==> src/rtl/sort_pkg.sv <==
// Shared definitions for the insertion-sort controller: default sizes, count width, state and cell op encodings.
package sort_pkg;

    localparam int unsigned WIDTH_DEF = 8;
    localparam int unsigned DEPTH_DEF = 8;
    localparam int unsigned CNT_W_DEF = $clog2(DEPTH_DEF + 1);

    typedef enum logic [1:0] {
        IDLE  = 2'd0,
        LOAD  = 2'd1,
        DRAIN = 2'd2
    } state_e;

    typedef enum logic [1:0] {
        OP_HOLD  = 2'd0,
        OP_LOAD  = 2'd1,
        OP_LOWER = 2'd2,
        OP_UPPER = 2'd3
    } cell_op_e;

endpackage

==> src/rtl/sort_cell.sv <==
// One slot of the ascending key array: holds a key, compares it with the incoming key
// and picks hold / load-new / take-lower-neighbour / take-upper-neighbour.
module sort_cell
    import sort_pkg::*;
#(
    parameter int unsigned WIDTH = WIDTH_DEF
) (
    input  logic             clk,
    input  logic             reset,
    input  logic             insert,
    input  logic             shift,
    input  logic             occupied,
    input  logic             lower_disp,
    input  logic [WIDTH-1:0] new_key,
    input  logic [WIDTH-1:0] lower_key,
    input  logic [WIDTH-1:0] upper_key,
    output logic [WIDTH-1:0] key,
    output logic             disp_c
);

    cell_op_e op;

    // Strictly-greater keeps equal keys ahead of the new one; empty slots always yield.
    assign disp_c = !occupied || (key > new_key);

    always_comb begin
        op = OP_HOLD;
        if (insert && disp_c) begin
            op = lower_disp ? OP_LOWER : OP_LOAD;
        end else if (shift) begin
            op = OP_UPPER;
        end
    end

    always_ff @(posedge clk) begin
        if (!reset) begin
            key <= '0;
        end else begin
            unique case (op)
                OP_LOAD:  key <= new_key;
                OP_LOWER: key <= lower_key;
                OP_UPPER: key <= upper_key;
                default:  key <= key;
            endcase
        end
    end

endmodule

==> src/rtl/sort_ctrl.sv <==
// Frame-based insertion sorter: loads keys into a sorted cell array, then drains them smallest first.
module sort_ctrl
    import sort_pkg::*;
#(
    parameter int unsigned WIDTH = WIDTH_DEF,
    parameter int unsigned DEPTH = DEPTH_DEF
) (
    input  logic                         clk,
    input  logic                         reset,
    input  logic                         in_valid,
    output logic                         in_ready,
    input  logic [WIDTH-1:0]             in_data,
    input  logic                         in_last,
    output logic                         out_valid,
    input  logic                         out_ready,
    output logic [WIDTH-1:0]             out_data,
    output logic                         out_last,
    output logic                         busy,
    output logic [$clog2(DEPTH+1)-1:0]   count
);

    localparam int unsigned CNT_W = $clog2(DEPTH + 1);

    state_e           state_q;
    state_e           state_d;
    logic [CNT_W-1:0] count_q;
    logic             in_acc;
    logic             out_acc;
    logic             last_slot;

    logic [WIDTH-1:0] key_arr [DEPTH];
    logic             disp    [DEPTH];

    assign in_ready  = reset && ((state_q == IDLE) || (state_q == LOAD));
    assign out_valid = (state_q == DRAIN);
    assign in_acc    = in_valid && in_ready;
    assign out_acc   = out_valid && out_ready;
    assign last_slot = (count_q == CNT_W'(DEPTH - 1));

    assign out_data  = key_arr[0];
    assign out_last  = out_valid && (count_q == CNT_W'(1));
    assign busy      = (state_q != IDLE);
    assign count     = count_q;

    always_ff @(posedge clk) begin
        if (!reset) begin
            state_q <= IDLE;
        end else begin
            state_q <= state_d;
        end
    end

    always_comb begin
        state_d = state_q;
        unique case (state_q)
            IDLE, LOAD: begin
                if (in_acc) begin
                    state_d = (in_last || last_slot) ? DRAIN : LOAD;
                end
            end
            DRAIN: begin
                if (out_acc && (count_q == CNT_W'(1))) begin
                    state_d = IDLE;
                end
            end
            default: state_d = IDLE;
        endcase
    end

    // Input and output accepts live in disjoint states, so they never coincide.
    always_ff @(posedge clk) begin
        if (!reset) begin
            count_q <= '0;
        end else if (in_acc) begin
            count_q <= count_q + CNT_W'(1);
        end else if (out_acc) begin
            count_q <= count_q - CNT_W'(1);
        end
    end

    for (genvar i = 0; i < DEPTH; i++) begin : g_cell
        logic             lower_disp;
        logic [WIDTH-1:0] lower_key;
        logic [WIDTH-1:0] upper_key;

        if (i == 0) begin : g_bottom
            assign lower_disp = 1'b0;
            assign lower_key  = '0;
        end else begin : g_lower
            assign lower_disp = disp[i-1];
            assign lower_key  = key_arr[i-1];
        end

        if (i == DEPTH - 1) begin : g_top
            assign upper_key = '0;
        end else begin : g_upper
            assign upper_key = key_arr[i+1];
        end

        sort_cell #(
            .WIDTH(WIDTH)
        ) u_cell (
            .clk        (clk),
            .reset      (reset),
            .insert     (in_acc),
            .shift      (out_acc),
            .occupied   (CNT_W'(i) < count_q),
            .lower_disp (lower_disp),
            .new_key    (in_data),
            .lower_key  (lower_key),
            .upper_key  (upper_key),
            .key        (key_arr[i]),
            .disp_c     (disp[i])
        );
    end

endmodule

==> config.mk <==
export PLATFORM = sky130hd
export DESIGN_NAME = sort_ctrl
export DESIGN_NICKNAME = d
export VERILOG_FILES = /design/src/rtl/sort_pkg.sv /design/src/rtl/sort_cell.sv /design/src/rtl/sort_ctrl.sv
export SDC_FILE = /design/constraint.sdc
export NUM_CORES = 1
export LEC_CHECK = 0
export ABC_AREA = 1
export CORE_ASPECT_RATIO = 1.75
export CORE_MARGIN = 2
export CORE_UTILIZATION = 45
export DETAILED_ROUTE_END_ITERATION = 12
export GPL_TIMING_DRIVEN = 0
export PLACE_DENSITY = 0.6
export SETUP_SLACK_MARGIN = 0.4
export SYNTH_ARGS = -nofsm -noshare
export SYNTH_HDL_FRONTEND = slang
export SYNTH_HIERARCHICAL = 1
export SYNTH_SLANG_ARGS = --single-unit
==> constraint.sdc <==
create_clock -name clk -period 4.3 [get_ports clk]
set_clock_uncertainty 0.1 [all_clocks]
set_input_delay 0.645 -clock clk [delete_from_list [all_inputs] [get_ports clk]]
set_output_delay 0.645 -clock clk [all_outputs]
set_load 0.1 [all_outputs]
=== Yosys cells after proc, flatten, opt, wreduce, memory -nomap -nowiden ===
Index checks and enable logic that the tools add are counted.
Widths: inputs -> output; s select.

* Output and inout bits: 16
* Logic and storage cells: 132
* Register bits: 70

* Multiplexer cells: 30
* Add/subtract/negate cells: 2
* Reductions and logical operators: 44
* Equality and inequality tests: 30
* Magnitude comparators: 16

{| class="wikitable"
|+ Operators with widths
! operator !! count
|-
| $pmux 8 s3 || 8
|-
| $gt 8x8->1 || 8
|-
| $mux 2 || 19
|-
| $eq 2x2->1 const B || 17
|-
| $reduce_bool 3->1 || 8
|-
| $eq 2x1->1 const B || 9
|-
| $lt 3x4->1 const A || 4
|-
| $logic_and 1x1->1 || 13
|-
| $logic_or 1x1->1 || 10
|-
| $logic_not 1->1 || 8
|-
| $lt 1x4->1 const A || 2
|-
| $lt 2x4->1 const A || 2
|-
| $mux 4 || 2
|-
| $add 4x1->4 const B || 1
|-
| $eq 4x1->1 const B || 1
|-
| $eq 4x3->1 const B || 1
|-
| $ne 2x1->1 const B || 2
|-
| $pmux 2 s2 || 1
|-
| $reduce_bool 2->1 || 2
|-
| $sub 4x1->4 const B || 1
|-
| $logic_not 2->1 || 1
|-
| $reduce_and 2->1 || 1
|-
| $reduce_or 2->1 || 1
|}

=== Longest topological paths before layout ===
* Depth after elaboration: 8
* Gate-level depth with buffers: 17
* Mapped depth without buffers: 17

=== By module ===
The synthesis kept the hierarchy.

{| class="wikitable"
|+ By module, submodules not included
! module !! instances !! area an instance (µm²) !! sequential area each (µm²) !! cells an instance
|-
| sort_cell at g_cell[0].u_cell ... || 7 || 858.3 || 160.2 || 114
|-
| sort_cell at g_cell[4].u_cell || 1 || 803.3 || 160.2 || 120
|-
| sort_ctrl || 1 || 449.2 || 120.1 || 71
|}

=== Least setup slack after synthesis ===
No wires, ideal clock.

* Kind: reg-to-output
* Start point: register count_q[0] (netlist: count[0])
* End point: output out_last
* Path slack: 877 ps
* Stages on the path, launching flop included: 4
* Arrival: 2,678 ps
* Required time: 3,555 ps
* Cells stage by stage: dfxtp_1 > ha_1 > nand2_1 > nor2_1

* Cells in the longest elaborated chain, start to end: 2

{| class="wikitable"
|+ RTL lines
! what !! line !! source
|-
| start, declared || sort_ctrl.sv:26 || <nowiki>logic [CNT_W-1:0] count_q;</nowiki>
|-
| start signal, assigned || sort_ctrl.sv:75 || <nowiki>count_q <= count_q + CNT_W'(1);</nowiki>
|-
| start signal, assigned || sort_ctrl.sv:77 || <nowiki>count_q <= count_q - CNT_W'(1);</nowiki>
|-
| $eq 4x1->1 || sort_ctrl.sv:41 || <nowiki>assign out_last = out_valid && (count_q == CNT_W'(1));</nowiki>
|-
| $logic_and 1x1->1 || sort_ctrl.sv:41 ||
|-
| end, declared || sort_ctrl.sv:17 || <nowiki>output logic out_last,</nowiki>
|}

No other way between the ends.

==> impl_metrics.yaml <==
outcome:
  status: "completed"
clock_tree:
  cts.htree.levels: 3
  cts_tree: "done"
  clkTransAtPathRegs_ns: 0.06
  cts_buffer_depth: 2
  cts_resized: 0
  insertion_delay_ns: 0.34
  cts_sinks: 70
  ctsRootBufferMaster: "clkbuf_16"
  post_cts_buffers: 0
  postCtsHoldBufs: 0
  cts-buffers-inserted: 9
grt:
  use_met1: 0.264
  overflow: 0
  grt_pass1_wl_um: 33000
  use_met3: 0.0222
  busiest_layer: "met2"
  grt_usage: 0.250
  grt_util_met2: 0.491
  grt_pass1_vias: 6263
  antenna_found_initial: 0
  grt_max_degree: 39
synthesis:
  synth_top_family_by_area: "simple AND/OR/NAND/NOR gates"
  synth-xor-area-share: 0
  synth_compound_area_frac: 0.136
  seq_area_frac_synth: 0.193
  syn_inst: 989
  syn-cell-area_um2: 7260
  synth.area.mux_share: 0
  synth_seq_cells: 70
  synthAdderAreaFrac: 0.117
  synthSimpleGateAreaFrac: 0.427
  ys_types: 29
  synth.avg_cell_area_um2: 7.34
  ys.warnings.count: 6
floorplanning:
  rows: 61
  initial_core_util: 0.457
  ios: 29
  die_area_um2: 17200
  die_w_um: 100
  die_y_um: 172
  coreArea_um2: 15900
sta:
  fin_ws_ns: 0.617
  max_freq_mhz: 272
  rsz0062_at_grt: "no"
  holdWs_ns: 0.450
  tightest_slew_ns: 1.22
  slew_viol_final: 0
  fin_crit_ns: 3.68
  relSlewSlack: 0.181
  hold_viol: 0
  post-route-period-util: 0.857
  setup_viol: 0
critical_path:
  r2r_end: "g_cell[5].u_cell/key[0]"
  crit_fanout: 16
  worstPathRequired_ns: 4.42
  path_common_cell: "nand2_1"
  arrival_ns: 3.81
  reg2reg_depth: 10
  r2r_slack_ns: 1.58
  worstSetupEndpointType: "flop"
  critPathMaxStageDelay_ns: 1.07
  critPathLaunch: "in_data[3]"
  crit_type: "input port to flop"
  worst_path_max_delay_cell: "clkdlybuf4s50_1"
  critPathBufInv: 5
  worstReg2RegStart: "count[0]"
  crit_chain: "clkdlybuf4s50_1 -> inv_1 -> ha_1 -> nand2_1 -> inv_2 -> nand2_1 -> nand2_1 -> nand2_1 -> nand2_1 -> nand2_2 -> nand2_4 -> buf_1 -> inv_1 -> nand3_4 -> nand2_2 -> o21bai_1 -> nor2_1"
  cp-start-kind: "input port"
  crit_family: "buffers and inverters"
power:
  power_leakage_nw: 3.91
  p_per_area_nw_per_um2: 272
  p_sw_uw: 856
  switching_share: 0.388
  p_int_mw: 1.35
  vdd_ir_drop_max_uv: 183
  clkPwrFrac: 0.305
  pwr-share-seq: 0.361
  p_comb_frac: 0.334
  p_total_mw: 2.20
flow_run:
  cap_violations: 0
detailed_routing:
  dr.first_iter.drc_count: 182
  viasPerCell: 5.24
  wl_per_cell_um: 16.6
  vias: 6485
  postRouteAntennaNets: 0
  wl_um: 20600
  drc_errors: 0
  drt_pre_antenna_iters: 4
worst_hold_path:
  hp-class: "flop to flop"
  holdPathEnd: "state_q[0]"
  min_from: "state_q[0]"
  worstHoldPathCells: 2
placed_design:
  place_congestion: 0.851
  post-dp-hpwl_um: 15300
  place_ws_ns: 0.126
  portBuffers: 28
layout:
  nets: 1126
  drive_above_1_share: 0.203
  area_growth_pct: 11.7
  antenna_cells: 0
tightest hold or removal path, stage by stage (launching register included):
cell,delay (ns)
dfxtp_1,0.31
o21ai_0,0.15
a21oi_1,0.04
sequential cells by signal, summed over array words and instances (netlist names):
name               count
count                  4
state_q                2
g_cell.u_cell/key     64
kinds of logic after synthesis:
logic type	after synthesis
flops	70
fa+ha+maj	68
other cells	1
simple gates	513
buf+inv	179
compound gates	158
power by group through the flow:
stage          Clock [mW]  Combinational, mW  Sequential (mW)
6_report            0.671              0.736            0.796
5_1_grt             0.715              0.820            0.802
4_1_cts             0.691              0.740            0.798
3_5_place_dp            0              0.737            0.812
3_3_place_gp            0              0.728            0.812
2_1_floorplan           0              0.501            0.838
cells in the final DEF, fill, tap and decap left out, types with 8 or more instances in the layout:
cell	n
a21o_1	8
a21oi_1	24
buf_12	8
buf_6	8
clkbuf_16	9
clkdlybuf4s50_1	24
conb_1	17
dfxtp_1	70
ha_1	68
inv_1	140
inv_2	8
nand2_1	154
nand2_2	28
nand2_4	9
nand2_8	14
nand3_1	9
nand3_2	56
nand3_4	8
nand4_1	62
nor2_1	126
nor2_2	31
o21ai_0	70
o21bai_1	49
cell type report:
cell class                 instances  area (µm²)
tap                              189         236
buffer                            31         363
timing repair buffer              29         303
fill                            1624        7760
sequential                        70        1400
inverter                         148         556
clock buffer                      13         240
clock inverter                     2        10.0
multi-input combinational        756        5000
how the worst max path moves through the flow:
stage | to | slack [ns] | cells after the start
after floorplan | out_last | 0.88 | 3
after global placement | in_ready | -0.93 | 4
after detailed placement | g_cell[5].u_cell/key[3] | 0.13 | 15
after CTS | g_cell[5].u_cell/key[0] | 0.44 | 15
after global routing | g_cell[3].u_cell/key[0] | 0.42 | 17
final | g_cell[5].u_cell/key[0] | 0.62 | 17
synthesized netlist by cell type (all sizes together):
library cell / instances / area (µm²)
conb: 1 / 3.75
o21bai: 49 / 368
a21oi: 24 / 120
o21ai: 70 / 350
ha: 68 / 851
buf: 24 / 267
clkbuf: 7 / 96.3
nand2: 205 / 1130
a21o: 8 / 60.1
inv: 148 / 556
nand3: 73 / 746
nor2: 158 / 678
nor3: 8 / 75.1
nand4: 62 / 388
dfxtp: 70 / 1400
nand3b: 7 / 78.8
o211ai: 7 / 87.6
through the flow:
step           utilization  TNS [ns]  std cells  cell area, µm²
2_1_floorplan            -         0       1005            7320
3_3_place_gp         0.494    -31.38       1222            7840
3_5_place_dp         0.495         0       1223            7850
4_1_cts              0.510         0       1238            8100
5_1_grt              0.511         0       1238            8110
6_report             0.511         0       1238            8110
layer usage:
layer / part of all wire / up-vias
li1: - / 3365
met1: 0.39 / 2976
met2: 0.55 / 99
met3: 0.021 / 45
met4: 0.037 / 0
met5: 0 / -
Power figures use the tool's default switching activity.
